$ cat config.mk
export PLATFORM = sky130hd
export DESIGN_NAME = matrix_scan_controller
export DESIGN_NICKNAME = d
export VERILOG_FILES = /design/src/rtl/matrix_scan_controller.sv
export SDC_FILE = /design/constraint.sdc
export NUM_CORES = 1
export LEC_CHECK = 0
export BUFFER_PORTS_ARGS = -buffer_cell sky130_fd_sc_hd__buf_2
export CORE_ASPECT_RATIO = 0.75
export CORE_UTILIZATION = 35
export CTS_BUF_LIST = sky130_fd_sc_hd__clkbuf_16
export DETAILED_ROUTE_END_ITERATION = 10
export GPL_TIMING_DRIVEN = 0
export HOLD_SLACK_MARGIN = 0.15
export PLACE_DENSITY = 0.51
export SYNTH_ARGS = -nofsm -noshare
export SYNTH_HDL_FRONTEND = slang
export SYNTH_SLANG_ARGS = --single-unit
$ cat constraint.sdc
create_clock -name clk -period 2.7 [get_ports clk]
set_input_delay 0.54 -clock clk [delete_from_list [all_inputs] [get_ports clk]]
set_output_delay 0.54 -clock clk [all_outputs]
set_load 0.1 [all_outputs]
$ cat src/rtl/matrix_scan_controller.sv
// Pixel-by-pixel LED matrix scan sequencer: walks (mdc, mdl) over the matrix,
// drives px_en for DWELL clocks per pixel with BLANK dead clocks before each line.
module matrix_scan_controller #(
    parameter int COLS  = 5,
    parameter int ROWS  = 7,
    parameter int DWELL = 4,
    parameter int BLANK = 1
) (
    input  logic       clk,
    input  logic       rst,
    input  logic       en,
    output logic [2:0] mdc,
    output logic [2:0] mdl,
    output logic       px_en,
    output logic       frame_done,
    output logic       busy
);

    typedef enum logic [1:0] {
        S_IDLE  = 2'd0,
        S_BLANK = 2'd1,
        S_DRIVE = 2'd2
    } state_t;

    localparam logic [7:0] DWELL_LAST = 8'(DWELL - 1);
    localparam logic [7:0] BLANK_LAST = 8'(BLANK - 1);
    localparam logic [2:0] COL_LAST   = 3'(COLS - 1);
    localparam logic [2:0] ROW_LAST   = 3'(ROWS - 1);

    state_t     state_reg, state_next;
    logic [7:0] cnt_reg, cnt_next;
    logic [2:0] col_reg, col_next;
    logic [2:0] row_reg, row_next;
    logic       px_en_reg, px_en_next;
    logic       frame_done_reg, frame_done_next;
    logic       busy_reg, busy_next;

    always_ff @(posedge clk) begin
        if (rst) begin
            state_reg      <= S_IDLE;
            cnt_reg        <= '0;
            col_reg        <= '0;
            row_reg        <= '0;
            px_en_reg      <= 1'b0;
            frame_done_reg <= 1'b0;
            busy_reg       <= 1'b0;
        end else begin
            state_reg      <= state_next;
            cnt_reg        <= cnt_next;
            col_reg        <= col_next;
            row_reg        <= row_next;
            px_en_reg      <= px_en_next;
            frame_done_reg <= frame_done_next;
            busy_reg       <= busy_next;
        end
    end

    always_comb begin
        state_next = state_reg;
        cnt_next   = cnt_reg;
        col_next   = col_reg;
        row_next   = row_reg;

        case (state_reg)
            S_IDLE: begin
                if (en) begin
                    state_next = S_BLANK;
                    cnt_next   = '0;
                    col_next   = '0;
                    row_next   = '0;
                end
            end
            S_BLANK: begin
                if (cnt_reg == BLANK_LAST) begin
                    state_next = S_DRIVE;
                    cnt_next   = '0;
                end else begin
                    cnt_next = cnt_reg + 8'd1;
                end
            end
            S_DRIVE: begin
                if (cnt_reg == DWELL_LAST) begin
                    cnt_next = '0;
                    if (col_reg != COL_LAST) begin
                        col_next = col_reg + 3'd1;
                    end else if (row_reg != ROW_LAST) begin
                        row_next   = row_reg + 3'd1;
                        col_next   = '0;
                        state_next = S_BLANK;
                    end else begin
                        // Frame end is the only point where en is re-examined.
                        row_next   = '0;
                        col_next   = '0;
                        state_next = en ? S_BLANK : S_IDLE;
                    end
                end else begin
                    cnt_next = cnt_reg + 8'd1;
                end
            end
            default: begin
                state_next = S_IDLE;
                cnt_next   = '0;
                col_next   = '0;
                row_next   = '0;
            end
        endcase
    end

    // Outputs are decoded from the next state so they line up with it after the edge.
    always_comb begin
        px_en_next      = (state_next == S_DRIVE);
        busy_next       = (state_next != S_IDLE);
        frame_done_next = (state_next == S_DRIVE) && (cnt_next == DWELL_LAST) &&
                          (col_next == COL_LAST) && (row_next == ROW_LAST);
    end

    assign mdc        = col_reg;
    assign mdl        = row_reg;
    assign px_en      = px_en_reg;
    assign frame_done = frame_done_reg;
    assign busy       = busy_reg;

endmodule

Yosys cells after proc, flatten, opt, wreduce, memory -nomap -nowiden. Cells that the tools add are included.

Register bits: 19. Input port bits: 3. Output and inout bits: 9. Logic and storage cells: 45.

$add $sub $neg: 3. Equal/unequal tests: 9. Multiplexer cells: 20. Reductions and logical operators: 6.

Operator list (number): 8-bit two-way mux (3); 8-bit one-hot mux with 3 select lines (1); 3-bit two-way mux (7); 3-bit one-hot mux with 3 select lines (2); 8-bit by 2-bit == test with 1-bit output (second input constant) (2); 8-bit by 1-bit adder with 8-bit output (second input constant) (1); 8-bit logical NOT (1); 2-bit two-way mux (4); 3-bit by 1-bit adder with 3-bit output (second input constant) (2); 3-bit == test (second input constant) (2); 3-bit != test (second input constant) (2); 2-bit one-hot mux with 3 select lines (1); 2-bit == test (second input constant) (2); 1-bit logical AND (3); 2-bit by 1-bit == test with 1-bit output (second input constant) (1); 2-bit logical NOT (1); 1-bit two-way mux (2); 2-bit nonzero test (1).

Depth between registers and ports, before layout. Gate-level depths: netlist of the first run.

Depth after elaboration: 9. Mapped depth: 9. Depth with buffers taken out: 8.

Worst setup path after synthesis of the first run. No wires, ideal clock.

Path type: register to register. Start: reg col_reg[0], in the netlist mdc[0]. End: reg frame_done_reg, in the netlist frame_done. Arrival: 2.348 ns. Setup slack: 0.264 ns. Stages on the path, launching flop included: 9. Path buffers: 0. Period minus slack after synthesis: 2.436 ns. Cells stage by stage: dfxtp_1 > inv_1 > ha_1 > and3_1 > nand3_1 > nor3_1 > a311oi_1 > nand4_1 > nor4_2.

Word-level cells in the longest chain between the ends: 8. Elaborated cells between the ends (all ways): 18.

Ends and longest elaborated chain: from (decl) (RTL line 32) `logic [2:0] col_reg, col_next;`; from (signal assigned) (RTL line 50) `col_reg <= col_next;`; parallel branches: the longest is 7 deep, another holds 3-bit by 1-bit adder with 3-bit output; 1-bit logical AND (*) (RTL line 114) `(col_next == COL_LAST) && (row_next == ROW_LAST);`; to (signal assigned) (RTL line 53) `frame_done_reg <= frame_done_next;`; to (decl) (RTL line 35) `logic frame_done_reg, frame_done_next;`.

Every way passes the cells marked *. A chain may end at the register's enable or synchronous reset.

Worst setup path after layout of the first run.
Start: reg cnt_reg[0]. End: reg frame_done_reg, in the netlist frame_done.

Word-level cells in the longest chain between the ends: 7. Elaborated cells between the ends (all ways): 21.

Ends and longest elaborated chain: from (decl) (RTL line 31) `logic [7:0] cnt_reg, cnt_next;`; from (signal assigned) (RTL line 49) `cnt_reg <= cnt_next;`; 8-bit by 1-bit adder with 8-bit output, or another cell as far along (RTL line 78, 97); 8-bit two-way mux, or another cell as far along (RTL line 82) `if (cnt_reg == DWELL_LAST) begin`; 8-bit one-hot mux with 3 select lines / 2-bit one-hot mux with 3 select lines (equally long branches) (RTL line 64) `case (state_reg)`; 8-bit by 2-bit == test with 1-bit output / 2-bit == test (equally long branches) (RTL line 113) `frame_done_next = (state_next == S_DRIVE) && (cnt_next == DWELL_LAST) &&`; 1-bit logical AND (2 in a row) (RTL line 113); 1-bit logical AND (*) (RTL line 114).

Every way passes the cells marked *; elsewhere a longest branch is shown, timed or not.

==> results.cfg, run 1 <==
[outcome]
status = finished, final reports clean

[global_route]
track_usage_pct = 17.85
grt_antenna_before_repair = 0
grt_pass1_wl_um = 4926
grt_max_degree = 12
grt_pass1_vias = 969
gr-total-overflow = 0

[logic_synthesis]
ys_ff_latch = 19
ys_types = 50
synthTopCellsByArea = dfxtp_1, a21oi_1, nor2_1
syn_avg_cell_area_um2 = 8.053
synth_ff_type = dfxtp_1
async_flop_share_pct = 0
syn_area_um2 = 1200
syn_nets = 156
synth_edf_count = 0
synthTopCellsByCount = dfxtp_1, nor2_1, a21oi_1, nand2_1, inv_1
synthCells = 149
ys_seq_area_share_pct = 31.70
synth_top_area_share_pct = 31.70
yosys.area.top_type = dfxtp_1
ys_warn_count = 0
synth_most_common_cell = dfxtp_1

[finish]
num-nets-final = 171
final_area_um2 = 1380
area_growth_pct = 15.02
final_core_util_pct = 41.97
diodes = 0
largest_reg_flops = 8
drive_gt1_share_pct = 17.79

[timing]
hold_slack_ps = 550.1
slew_headroom_pct = 34.22
setup_tns_ps = 0
rsz0062_at_grt = false
clock_skew_ps = 2.954
finalSetupViolations = 0
finalMaxSlewViolations = 0
max_slew.worst_pin.slew_ps = 979.1
period_needed_ps = 2481
period_share_pct = 91.90
clock.fmax_mhz = 403.0
finalHoldViolations = 0

[critical_path]
r2r-end = frame_done$_SDFF_PP0_
crit_path_max_fanout = 8
startpoint_type = flip-flop
arrival_ps = 2650
crit_end = frame_done$_SDFF_PP0_
reg2reg_from = cnt_reg[0]$_SDFF_PP0_
crit_type = reg -> reg
reg2reg_depth = 8
cp-startpoint = cnt_reg[0]$_SDFF_PP0_
cp.required_ps = 2870
end_kind = flip-flop
r2r_slack_ps = 220

[floorplanning]
die_h_um = 52.71
start_util_pct = 36.49
die-area_um2 = 3669
core_um2 = 3288
rows = 18
chipWidth_um = 69.61
io_pins = 12

[detailed_routing]
drt_wl_total_um = 3062
antenna_left = 0
wl_per_cell_um = 15.08
vias = 1152
via_per_inst = 5.675
first_iter_violations = 68
drt_pass1_iterations = 4
drcViolationCount = 0

[pwr]
clockPowerShare_pct = 42.0
power_frac_seq_pct = 39.3
comb_power_share_pct = 18.7
p_total_uw = 751.0
switchingPower_uw = 227.4
p_int_uw = 523.6
peakVddDrop_mv = 0.2654
switching_share_pct = 30.28
leakagePower_uw = 0.0005019
p_per_area_nw_per_um2 = 544.2

[placement]
hpwl_um = 2230
place_area_um2 = 1300
routabilityCongestion = 0.8003
portBuffers = 10

[cts]
cts_tree = done
clkLatencyLatePin_ps = 250
clkTransAtPathRegs_ps = 60
postCtsSetupBuffers = 0
cts_buffer_depth = 2
cts_hold_buf = 0
clock_sinks = 19
cts_root_buf = clkbuf_16
cts_made_buffers = 3
htree_num_levels = 1
post_cts_resize_count = 0

[flow_run]
drv_cap = 0

[worst_hold_path]
hp-class = reg -> reg
hold_path.startpoint = cnt_reg[1]$_SDFF_PP0_
min_path_cells = 2
## through the flow
stage / worst slack, ps / cells
3_3_place_gp: 225.7 / 199
5_1_grt: 34.67 / 203
4_1_cts: 206.2 / 203
3_5_place_dp: 244.0 / 199
6_report: 218.8 / 203
2_1_floorplan: 263.7 / 149
## routing by layer
metal	track usage (%)	part of all wire (%)	vias up
met4	4.000	0.78	0
met2	26.86	43	31
met5	0	0	-
li1	-	-	574
met1	25.41	51	543
met3	4.808	5.6	4
## critical path, cell delays in order, from the launching register on
cell	delay, ps
dfxtp_1	420
ha_1	170
buf_2	180
or3b_2	520
o21ai_2	170
nand2_1	190
a311oi_1	320
nand4_1	150
nor4_2	280
## worst min-delay path by stage
stage,to,slack (ps)
2_1_floorplan,cnt_reg[1]$_SDFF_PP0_,490
3_3_place_gp,cnt_reg[1]$_SDFF_PP0_,510
3_5_place_dp,cnt_reg[1]$_SDFF_PP0_,530
4_1_cts,cnt_reg[1]$_SDFF_PP0_,540
5_1_grt,cnt_reg[1]$_SDFF_PP0_,610
6_report,cnt_reg[1]$_SDFF_PP0_,550
## area by class of cell
| type | instances | area [µm²] |
|---|---|---|
| Buffer | 9 | 46.29 |
| Clock buffer | 3 | 75.07 |
| Clock inverter | 1 | 5.005 |
| Fill cell | 349 | 1908 |
| Inverter | 7 | 26.28 |
| Multi-Input combinational cell | 114 | 747.0 |
| Sequential cell | 19 | 380.4 |
| Tap cell | 40 | 50.05 |
| Timing Repair Buffer | 10 | 50.05 |
## kinds of logic after synthesis
family / synth area share (%)
fa+ha+maj: 4.171
xor+xnor: 0.7301
buf+inv: 6.048
flops: 31.70
simple gates: 33.16
mux: 0.9384
compound gates: 23.26
## cell usage in the layout, fill, tap and decap left out, drive strengths merged, types with 2 or more instances in the layout
master	instances
or2	2
clkbuf	8
or3	2
buf	14
inv	7
nand3	3
and4	2
nand2	13
and2	3
dfxtp	19
o21ai	6
o41ai	2
nor2	18
a311oi	2
a21oi	14
nand4	3
nor2b	4
nor4	3
o31ai	2
and3	3
nor3b	2
ha	4
nor3	5
## power groups by stage
stage | combinational [µW] | sequential [µW] | clock, µW
2_1_floorplan | 73.8 | 332 | 0
3_5_place_dp | 137 | 301 | 0
5_1_grt | 152 | 295 | 330
4_1_cts | 138 | 295 | 322
6_report | 140 | 295 | 316
3_3_place_gp | 136 | 301 | 0
No activity file was read; power rests on OpenSTA's default activity.
==> run 2: changes to the inputs <==
Settings changed: CORE_MARGIN set to 2, CORE_UTILIZATION 35 to 38, PLACE_DENSITY 0.51 to 0.54.
==> run 2 against run 1 <==
  * Die area is 1.1% lower
  * Clock skew decreased by 0.57 ps
  * Utilization rose by 4.4 points
  * Worst setup slack better by 31 ps
  * Critical path type unchanged
  * Critical endpoint unchanged
  * Largest power group unchanged
==> results.cfg, run 2 (synthesis results as in run 1) <==
[timing]
setup_tns_ps = 0
rsz0062_at_grt = false
period_needed_ps = 2450
max_slew.worst_pin.slew_ps = 875.1
period_share_pct = 90.75
clock_skew_ps = 2.380
slew_headroom_pct = 41.21
finalSetupViolations = 0
clock.fmax_mhz = 408.1
finalMaxSlewViolations = 0
finalHoldViolations = 0

[floorplanning]
die_h_um = 52.67
start_util_pct = 40.29
io_pins = 12
chipWidth_um = 68.89
core_um2 = 2978
die-area_um2 = 3628
rows = 17

[placement]
portBuffers = 10
hpwl_um = 2169
routabilityCongestion = 0.8459

[detailed_routing]
drt_wl_total_um = 2918
drcViolationCount = 0
via_per_inst = 5.711
wl_per_cell_um = 14.52
vias = 1148
drt_pass1_iterations = 4
first_iter_violations = 84
antenna_left = 0

[cts]
clock_sinks = 19
clkLatencyLatePin_ps = 260
cts_buffer_depth = 2
clkTransAtPathRegs_ps = 60
htree_num_levels = 1
cts_tree = done
postCtsSetupBuffers = 0
cts_root_buf = clkbuf_16
cts_made_buffers = 3

[global_route]
grt_antenna_before_repair = 0
track_usage_pct = 18.65
gr-total-overflow = 0
grt_max_degree = 12
grt_pass1_vias = 1025
grt_pass1_wl_um = 4940

[pwr]
comb_power_share_pct = 18.3
switchingPower_uw = 221.1
clockPowerShare_pct = 42.1
power_frac_seq_pct = 39.6
peakVddDrop_mv = 0.3225
leakagePower_uw = 0.0005015
switching_share_pct = 29.68
p_int_uw = 523.9
p_per_area_nw_per_um2 = 539.8

[critical_path]
crit_slowest_cell = or3b_2
end_kind = flip-flop
arrival_ps = 2620
crit_path_max_fanout = 8
crit_type = reg -> reg
max_stage_delay_ps = 520
worst-path-buf-inv = 1
cp_top_family = simple AND/OR/NAND/NOR gates
cp.required_ps = 2870
startpoint_type = flip-flop
crit_chain = ha_1 > buf_2 > or3b_2 > nor3_4 > a41oi_2 > nor4b_4 > nand4_1 > nor4_2

[flow_run]
drv_cap = 0

[finish]
final_cell_mix = dfxtp_1, nor2_1, a21oi_1
final_core_util_pct = 46.34
area_growth_pct = 15.02
drive_gt1_share_pct = 18.40
largest_reg_flops = 8
diodes = 0
num-nets-final = 171
final_common_cell = dfxtp_1

[worst_hold_path]
hp-class = reg -> reg

[outcome]
status = finished, final reports clean
run 2: cell counts in the layout (fill, tap and decap cells not counted):
No cell type changed its count.
run 2: worst reg2reg max path: stages (launching register included):
cell and delay (ps):
dfxtp_1 410, ha_1 170, buf_2 180, or3b_2 520
nor3_4 180, a41oi_2 180, nor4b_4 300, nand4_1 160
nor4_2 270
run 2: layout make-up:
cell class                 count  area (µm²)
clock buffer                   3       75.07
inverter                       7       26.28
clock inverter                 1       5.005
tap                           38       47.55
fill                         304        1598
buffer                         9       46.29
timing repair buffer          10       50.05
multi-input combinational    114       749.5
sequential                    19       380.4
run 2: worst paths after layout:
kind	from	slack, ps	to	cells past startpoint
max	cnt_reg[0]$_SDFF_PP0_	250	frame_done$_SDFF_PP0_	8
min	cnt_reg[1]$_SDFF_PP0_	530	cnt_reg[1]$_SDFF_PP0_	2
max reg2reg	cnt_reg[0]$_SDFF_PP0_	250	frame_done$_SDFF_PP0_	8
min reg2reg	cnt_reg[1]$_SDFF_PP0_	530	cnt_reg[1]$_SDFF_PP0_	2
run 2: what timing repair did:
action,4_1_cts,5_1_grt
endpoints found under the setup margin,0,1
gates resized for setup,0,1
hold buffers,0,0
run 2: power by group through the flow:
| stage | Clock (µW) | Combinational (µW) | Sequential [µW] |
|---|---|---|---|
| floorplan | 0 | 73.8 | 332 |
| global placement | 0 | 135 | 301 |
| detailed placement | 0 | 133 | 301 |
| CTS | 320 | 134 | 295 |
| global route | 333 | 149 | 297 |
| finish | 314 | 136 | 295 |
run 2: stage by stage:
step | hold WS (ps) | setup WS (ps) | area, µm² | cells | power [µW]
5_1_grt | 586.0 | 53.33 | 1380 | 201 | 777.6
3_5_place_dp | 515.0 | 269.7 | 1297 | 197 | 434.6
3_3_place_gp | 517.1 | 248.4 | 1297 | 197 | 436.0
6_report | 531.0 | 249.7 | 1380 | 201 | 745.0
2_1_floorplan | 487.1 | 263.7 | 1200 | 149 | 405.9
4_1_cts | 527.8 | 224.0 | 1378 | 201 | 749.1
run 2: routing by layer:
| metal | GRT usage [%] | wire length, µm |
|---|---|---|
| met3 | 5.376 | 144 |
| met1 | 27.18 | 1497 |
| met5 | 0 | 0 |
| met4 | 4.902 | 31 |
| met2 | 26.44 | 1246 |
